## config.mk

```make
export PLATFORM = sky130hd
export DESIGN_NAME = unpool_layer
export DESIGN_NICKNAME = d
export VERILOG_FILES = /design/src/rtl/unpool_layer.sv
export SDC_FILE = /design/constraint.sdc
export NUM_CORES = 1
export LEC_CHECK = 0
export CORE_MARGIN = 8
export CORE_UTILIZATION = 55
export CTS_CLUSTER_DIAMETER = 200
export DETAILED_ROUTE_END_ITERATION = 16
export PLACE_DENSITY_LB_ADDON = 0.08
export SKIP_LAST_GASP = 1
export SYNTH_ARGS = -nofsm -noshare
export SYNTH_HDL_FRONTEND = slang
export SYNTH_SLANG_ARGS = --single-unit
```

## constraint.sdc

```tcl
create_clock -name clk -period 5 [get_ports clk]
set_clock_uncertainty 0.1 [all_clocks]
set_input_delay 1 -clock clk [delete_from_list [all_inputs] [get_ports clk]]
set_output_delay 1 -clock clk [all_outputs]
set_load 0.005 [all_outputs]
```

## src/rtl/unpool_layer.sv

```systemverilog
// 2x nearest-neighbour upsampler: each input pixel is emitted twice, and each
// row is replayed from a line buffer to form the following output row.
module unpool_layer #(
  parameter int DATA_W = 32,
  parameter int IN_W   = 12,
  parameter int IN_H   = 12
) (
  input  logic              clk,
  input  logic              rst,
  input  logic              cal_start,
  input  logic [DATA_W-1:0] in_data,
  input  logic              in_data_vld,
  output logic              in_ready,
  output logic [DATA_W-1:0] up_data,
  output logic              up_data_vld,
  input  logic              up_ready,
  output logic              up_eol,
  output logic              frame_done
);
  localparam int CW = (IN_W > 1) ? $clog2(IN_W) : 1;
  localparam int RW = (IN_H > 1) ? $clog2(IN_H) : 1;

  typedef enum logic [1:0] {LOAD, DUP0, DUP1, REPLAY} state_t;

  state_t            state;
  logic [CW-1:0]     col;
  logic [RW-1:0]     row;
  logic              half;
  logic [DATA_W-1:0] line_buf [IN_W];

  logic          out_xfer, last_col, last_row;
  logic [CW-1:0] col_inc;

  assign in_ready = (state == LOAD);
  assign out_xfer = up_data_vld & up_ready;
  assign last_col = (col == CW'(IN_W - 1));
  assign last_row = (row == RW'(IN_H - 1));
  assign col_inc  = col + CW'(1);

  // Line buffer is never cleared; every entry is rewritten before it is replayed.
  always_ff @(posedge clk) begin
    if (state == LOAD && in_data_vld && !cal_start)
      line_buf[col] <= in_data;
  end

  always_ff @(posedge clk or posedge rst) begin
    if (rst) begin
      state       <= LOAD;
      col         <= '0;
      row         <= '0;
      half        <= 1'b0;
      up_data     <= '0;
      up_data_vld <= 1'b0;
      up_eol      <= 1'b0;
      frame_done  <= 1'b0;
    end else if (cal_start) begin
      state       <= LOAD;
      col         <= '0;
      row         <= '0;
      half        <= 1'b0;
      up_data     <= '0;
      up_data_vld <= 1'b0;
      up_eol      <= 1'b0;
      frame_done  <= 1'b0;
    end else begin
      frame_done <= 1'b0;
      case (state)
        LOAD: if (in_data_vld) begin
          up_data     <= in_data;
          up_data_vld <= 1'b1;
          up_eol      <= 1'b0;
          state       <= DUP0;
        end
        DUP0: if (out_xfer) begin
          up_eol <= last_col;
          state  <= DUP1;
        end
        DUP1: if (out_xfer) begin
          if (!last_col) begin
            col         <= col_inc;
            up_data_vld <= 1'b0;
            state       <= LOAD;
          end else begin
            col     <= '0;
            half    <= 1'b0;
            up_data <= line_buf[0];
            up_eol  <= 1'b0;
            state   <= REPLAY;
          end
        end
        REPLAY: if (out_xfer) begin
          if (!half) begin
            half   <= 1'b1;
            up_eol <= last_col;
          end else if (!last_col) begin
            half    <= 1'b0;
            col     <= col_inc;
            up_data <= line_buf[col_inc];
            up_eol  <= 1'b0;
          end else begin
            up_data_vld <= 1'b0;
            col         <= '0;
            half        <= 1'b0;
            state       <= LOAD;
            if (last_row) begin
              row        <= '0;
              frame_done <= 1'b1;
            end else begin
              row <= row + RW'(1);
            end
          end
        end
        default: state <= LOAD;
      endcase
    end
  end
endmodule
```

* Word-level counts from Yosys, hierarchy flattened
Memories as Yosys holds them, arrays and structs flattened. Cells that the tools add are included.
Word-level totals: input port bits 37, register bits 46, memories 1, output and inout port bits 36, bits in writable memories 384
Operators by class: $add $sub $neg 2, reductions and logical operators 17, bitwise operators 1, mux-type cells 56, equal/unequal tests 15
Memory list:
- line_buf | words 12, bits a word 32, read ports 2, clocked after memory_dff 0, wr ports 1, RTL line 29 | logic [DATA_W-1:0] line_buf [IN_W];
Operators by type and width (number):
- 32-bit two-way mux | 7
- 32-bit case mux with 3 select lines | 1
- 4-bit two-way mux | 11
- 3-bit inequality test, second input constant | 9
- 1-bit two-way mux | 24
- 2-bit two-way mux | 8
- 7-bit AND reduction | 2
- 4-bit AND reduction | 3
- 6-bit AND reduction | 2
- 4-bit by 1-bit adder with 4-bit output, second input constant | 2
- 4-bit equality test, second input constant | 2
- 2-bit case mux with 4 select lines | 1
- 4-bit case mux with 2 select lines | 1
- 2-bit nonzero test | 4
- 2-bit equality test, second input constant | 2
- 4-bit inequality test, second input constant | 1
- 1-bit case mux with 4 select lines | 1
- 4-bit nonzero test | 1
- 1-bit case mux with 3 select lines | 1
- 3-bit nonzero test | 1
- 2-bit by 1-bit equality test with 1-bit output, second input constant | 1
- 1-bit logical AND | 2
- 2-bit logical NOT | 1
- 1-bit case mux with 2 select lines | 1
- other kinds (2) | 2

* Longest topological paths before layout
depth after elaboration 7, gate-level depth with buffers 12

* Worst setup path after synthesis
No wires, ideal clock.
path kind input to register, start point in cal_start, end point mem line_buf[11][0], enable pin, stages on the path 2, data required time 4.439 ns, library setup time 0.461 ns, data arrival time 3.462 ns, setup slack 0.977 ns, path buffers 1, path through clkbuf_1 nor3_1
On the way: longest elaborated chain between the ends 4
RTL lines:
- from (decl) | RTL line 10 | input logic cal_start,
- 1-bit logical NOT | RTL line 42 | if (state == LOAD && in_data_vld && !cal_start)
- 1-bit logical AND | RTL line 42
- 1-bit two-way mux | RTL line 42
- 1-bit two-way mux (implied by the code) | RTL line 43 | line_buf[col] <= in_data;
- to (decl) | RTL line 29
Every way passes these cells.

* Worst setup path in the final report
start point reg col[1], end point reg up_data[19]
On the way: longest elaborated chain between the ends 7, elaborated cells on any way between the ends 11, classes of those cells 1 x add/sub; 3 x eq/ne; 5 x mux; 1 x reduce/logical; 1 x memory
RTL lines:
- from (decl) | RTL line 26 | logic [CW-1:0] col;
- from (signal assigned) | RTL line 80 | col <= col_inc;
- from (signal assigned) | RTL line 97 | col <= col_inc;
- 4-bit by 1-bit adder with 4-bit output | RTL line 38 | assign col_inc = col + CW'(1);
- memory 12 x 32 bit
- 32-bit two-way mux | RTL line 95 | end else if (!last_col) begin
- 32-bit two-way mux | RTL line 92 | if (!half) begin
- 32-bit two-way mux | RTL line 91 | REPLAY: if (out_xfer) begin
- 32-bit case mux with 3 select lines | RTL line 67 | case (state)
- 32-bit two-way mux | RTL line 56 | end else if (cal_start) begin
- to (signal assigned) | RTL line 69 | up_data <= in_data;
- to (signal assigned) | RTL line 86 | up_data <= line_buf[0];
- to (signal assigned) | RTL line 98 | up_data <= line_buf[col_inc];
- to (decl) | RTL line 14 | output logic [DATA_W-1:0] up_data,
Parallel ways exist; a longest one is shown, timed or not. The select of a mux whose other input is x is not followed. A chain may end at the register's enable or synchronous reset.

==> metrics.cfg <==
[status]
outcome=complete, no violations

[placement]
hpwl_um=20110
io_buffers=72
routabilityCongestion=0.7600

[routing]
wire_per_inst_um=23.69
ant_nets=0
drc=0
num_vias=8966
dr.pass1.iters=8
routed_via_density=6.133
routed_wl_um=34640
first_iter_violations=636

[synthesis]
synth-seq-cells=430
yosysWarnings=0
synth_edf_count=384
synthMuxAreaShare=0.1048
yosysSeqAreaShare=0.7410
synthesis.instances=958
synth_area_leader_cell=edfxtp_1
ys_top_cells_by_area=edfxtp_1 (67%), dfrtp_1 (6.7%), mux2_2 (4.2%), mux4_2 (3.9%), mux2i_1 (1.9%)
async_flop_share=0.1070
synth_cell_types=47
synthesis.nets=1000
synth-simple-area-share=0.04218
synthAdderAreaFrac=0.003656
synth_top_family_by_area=multiplexers
synthXorXnorAreaFrac=0.001024
postSynthAreaPerCell_um2=17.86
ys.flop_type=edfxtp_1
synth_top_area_share=0.6738
netlist_area_um2=17110
synth_compound_area_frac=0.08612

[clock_network]
cts_num_sinks=430
clk_pin_slew_worst_paths_ns=0.06
clockBufferDepth=3
post_cts_buffers=0
hold_buffers=0
cts_root_buf=clkbuf_16
cts_resized=0
clock_latency_ns=0.53
htreeDepth=2
cts_buffers=44
cts_tree=yes

[setup_path]
crit_path_end_kind=flop
path_buf_inv=1
crit_required_ns=5.36
max_stage_delay_ns=0.76
critPathTopFamily=compound AO/OA/AOI/OAI gates
rrSetupSlack_ns=1.86
r2r_end=up_data[19]
r2r_start=col[1]
worst-path-max-fanout=32
crit_type=flop to flop
slowest_stage=nand2b_2
worstPathCellList=inv_1, ha_2, nand2b_2, o22ai_1, a2111oi_0, a211o_1
crit_start=col[1]
r2r_cells=6
crit_path_start_kind=flop
critical_path_arrival_ns=3.50

[min_path]
hold_class=flop to flop
min_to=up_data[16]
hold_start=up_data[16]
min_path_cells=1

[timing]
worst_slew_pin_slew_ns=1.004
period_needed_ns=3.143
rsz0062_at_grt=false
worst_slew_margin_rel=0.3305
fmaxAchievable_ghz=0.3182
period_share=0.6286
setup_viol=0
setup_tns_ns=0
hold_viol=0
drv_slew=0
whs_ns=0.3993

[global_routing]
grt_pass1_wl_um=53830
antenna_found_initial=0
grt_pass1_vias=9138
overflow=0
gr-usage-all-layers=0.1887
grt_max_degree=137

[power_and_ir_drop]
ir_drop_mv=0.2789
power_leakage_nw=6.434
p_per_area_nw_per_um2=374.6

[floorplanning]
dieArea_um2=37020
core_um2=30590
start_util=0.5595
rows=64
io_pins=73
die_h_um=192.4
die_w_um=192.4

[final_layout]
nFillCells=2154
nets=1073
drive_gt1_frac=0.1792
num_antenna_cells=0
syn_to_final_growth_pct=14.32

[job]
maxCapViolCount=0

==> metrics by stage <==
step / utilization / cell area, um^2 / cells / power, W / setup WS [ns]
2_1_floorplan: - / 17110 / 958 / 0.004141 / 0.9772
3_3_place_gp: 0.5948 / 18200 / 1381 / 0.004302 / 1.511
3_5_place_dp: 0.5948 / 18200 / 1381 / 0.004307 / 1.448
4_1_cts: 0.6396 / 19560 / 1462 / 0.007377 / 1.793
5_1_grt: 0.6396 / 19560 / 1462 / 0.007541 / 1.635
6_report: 0.6396 / 19560 / 1462 / 0.007329 / 1.857
==> worst register-to-register path, delay by kind of cell (launching register included) <==
kind / cells / cell delay (ns)
flip-flops: 1 / 0.45
AO/OA/AOI/OAI: 3 / 0.94
AND/OR/NAND/NOR: 1 / 0.76
adder cells (fa/ha/maj): 1 / 0.73
buffers and inverters: 1 / 0.10
==> state kept, by name, summed over array words and instances (netlist names) <==
name	count
frame_done	1
line_buf	384
up_data	32
row	4
half	1
state	2
up_eol	1
col	4
up_data_vld	1
==> how the worst max path moves through the flow <==
stage / cells after the start / end
4_1_cts: 6 / up_data[15]
3_3_place_gp: 4 / line_buf[0][13]
5_1_grt: 6 / up_data[16]
3_5_place_dp: 4 / line_buf[0][13]
6_report: 6 / up_data[19]
2_1_floorplan: 2 / line_buf[11][0]
==> metal layers <==
layer | routed length (um) | global-route usage
met4 | 620 | 0.04671
met1 | 15510 | 0.2625
met2 | 16770 | 0.3105
met3 | 1736 | 0.02927
met5 | 0 | 0
==> layout make-up <==
type | instances | area [um^2] | share of cell area
clock buffer | 55 | 1162 | 0.05941
clock inverter | 26 | 206.4 | 0.01055
inverter | 5 | 18.77 | 0.0009593
multi-input combinational | 459 | 4119 | 0.2105
sequential | 430 | 12690 | 0.6484
tap | 396 | 495.5 | 0.02533
timing repair buffer | 91 | 875.8 | 0.04477
==> synth_stat cells, types with 2 or more instances <==
cell type / instances
mux4_1: 2
nor2_1: 43
a222oi_1: 32
mux4_2: 30
mux2_2: 64
nand4b_1: 2
nand3_1: 9
a311oi_1: 2
nor3_1: 7
buf_4: 3
and2_1: 5
buf_6: 9
nor2b_1: 34
clkbuf_2: 3
a211oi_1: 32
clkbuf_1: 32
mux2i_1: 33
nand2b_1: 5
a2111oi_0: 32
dfrtp_1: 46
o21ai_0: 6
buf_2: 17
a211o_1: 32
o22ai_1: 32
nand2_1: 14
or3_1: 2
ha_1: 5
nand3b_1: 2
edfxtp_1: 384
a21oi_1: 12
and3_1: 7
inv_1: 5
==> kinds of logic (layout without fill, tap and decap cells) <==
family | Yosys count | in the layout
DFF | 430 | 430
muxes | 130 | 130
and+or+nand+nor | 137 | 137
adders and majority gates | 5 | 5
AOI/OAI and AO/OA | 185 | 185
xor gates and xnor gates | 2 | 2
buffers and inverters | 69 | 177
==> power by group <==
| group | leakage, nW | switching (W) | internal, W | total [W] |
|---|---|---|---|---|
| clock network | 0.664 | 0.00130 | 0.00180 | 0.00310 |
| logic | 1.70 | 0.000135 | 0.000115 | 0.000250 |
| registers | 4.08 | 0.0000268 | 0.00395 | 0.00398 |
| total | 6.43 | 0.00146 | 0.00587 | 0.00733 |
==> cell usage in the layout, fill, tap and decap left out, types with 3 or more instances in the layout <==
| cell | n |
|---|---|
| a211o_1 | 32 |
| and3_2 | 7 |
| o22ai_1 | 32 |
| edfxtp_1 | 384 |
| a21oi_1 | 12 |
| dfrtp_1 | 45 |
| nand3_1 | 9 |
| a2111oi_0 | 32 |
| nand2b_1 | 4 |
| clkbuf_1 | 9 |
| inv_1 | 4 |
| nor3_1 | 6 |
| nor2b_1 | 34 |
| mux2_2 | 64 |
| clkbuf_16 | 44 |
| mux4_2 | 30 |
| buf_4 | 18 |
| clkinv_1 | 17 |
| nor2_1 | 42 |
| a211oi_1 | 32 |
| and2_2 | 4 |
| o21ai_0 | 6 |
| nand2_1 | 14 |
| bufinv_16 | 3 |
| a222oi_1 | 32 |
| ha_1 | 4 |
| clkdlybuf4s50_1 | 72 |
| mux2i_1 | 33 |
Note: power is estimated with default switching activity, not from simulation.
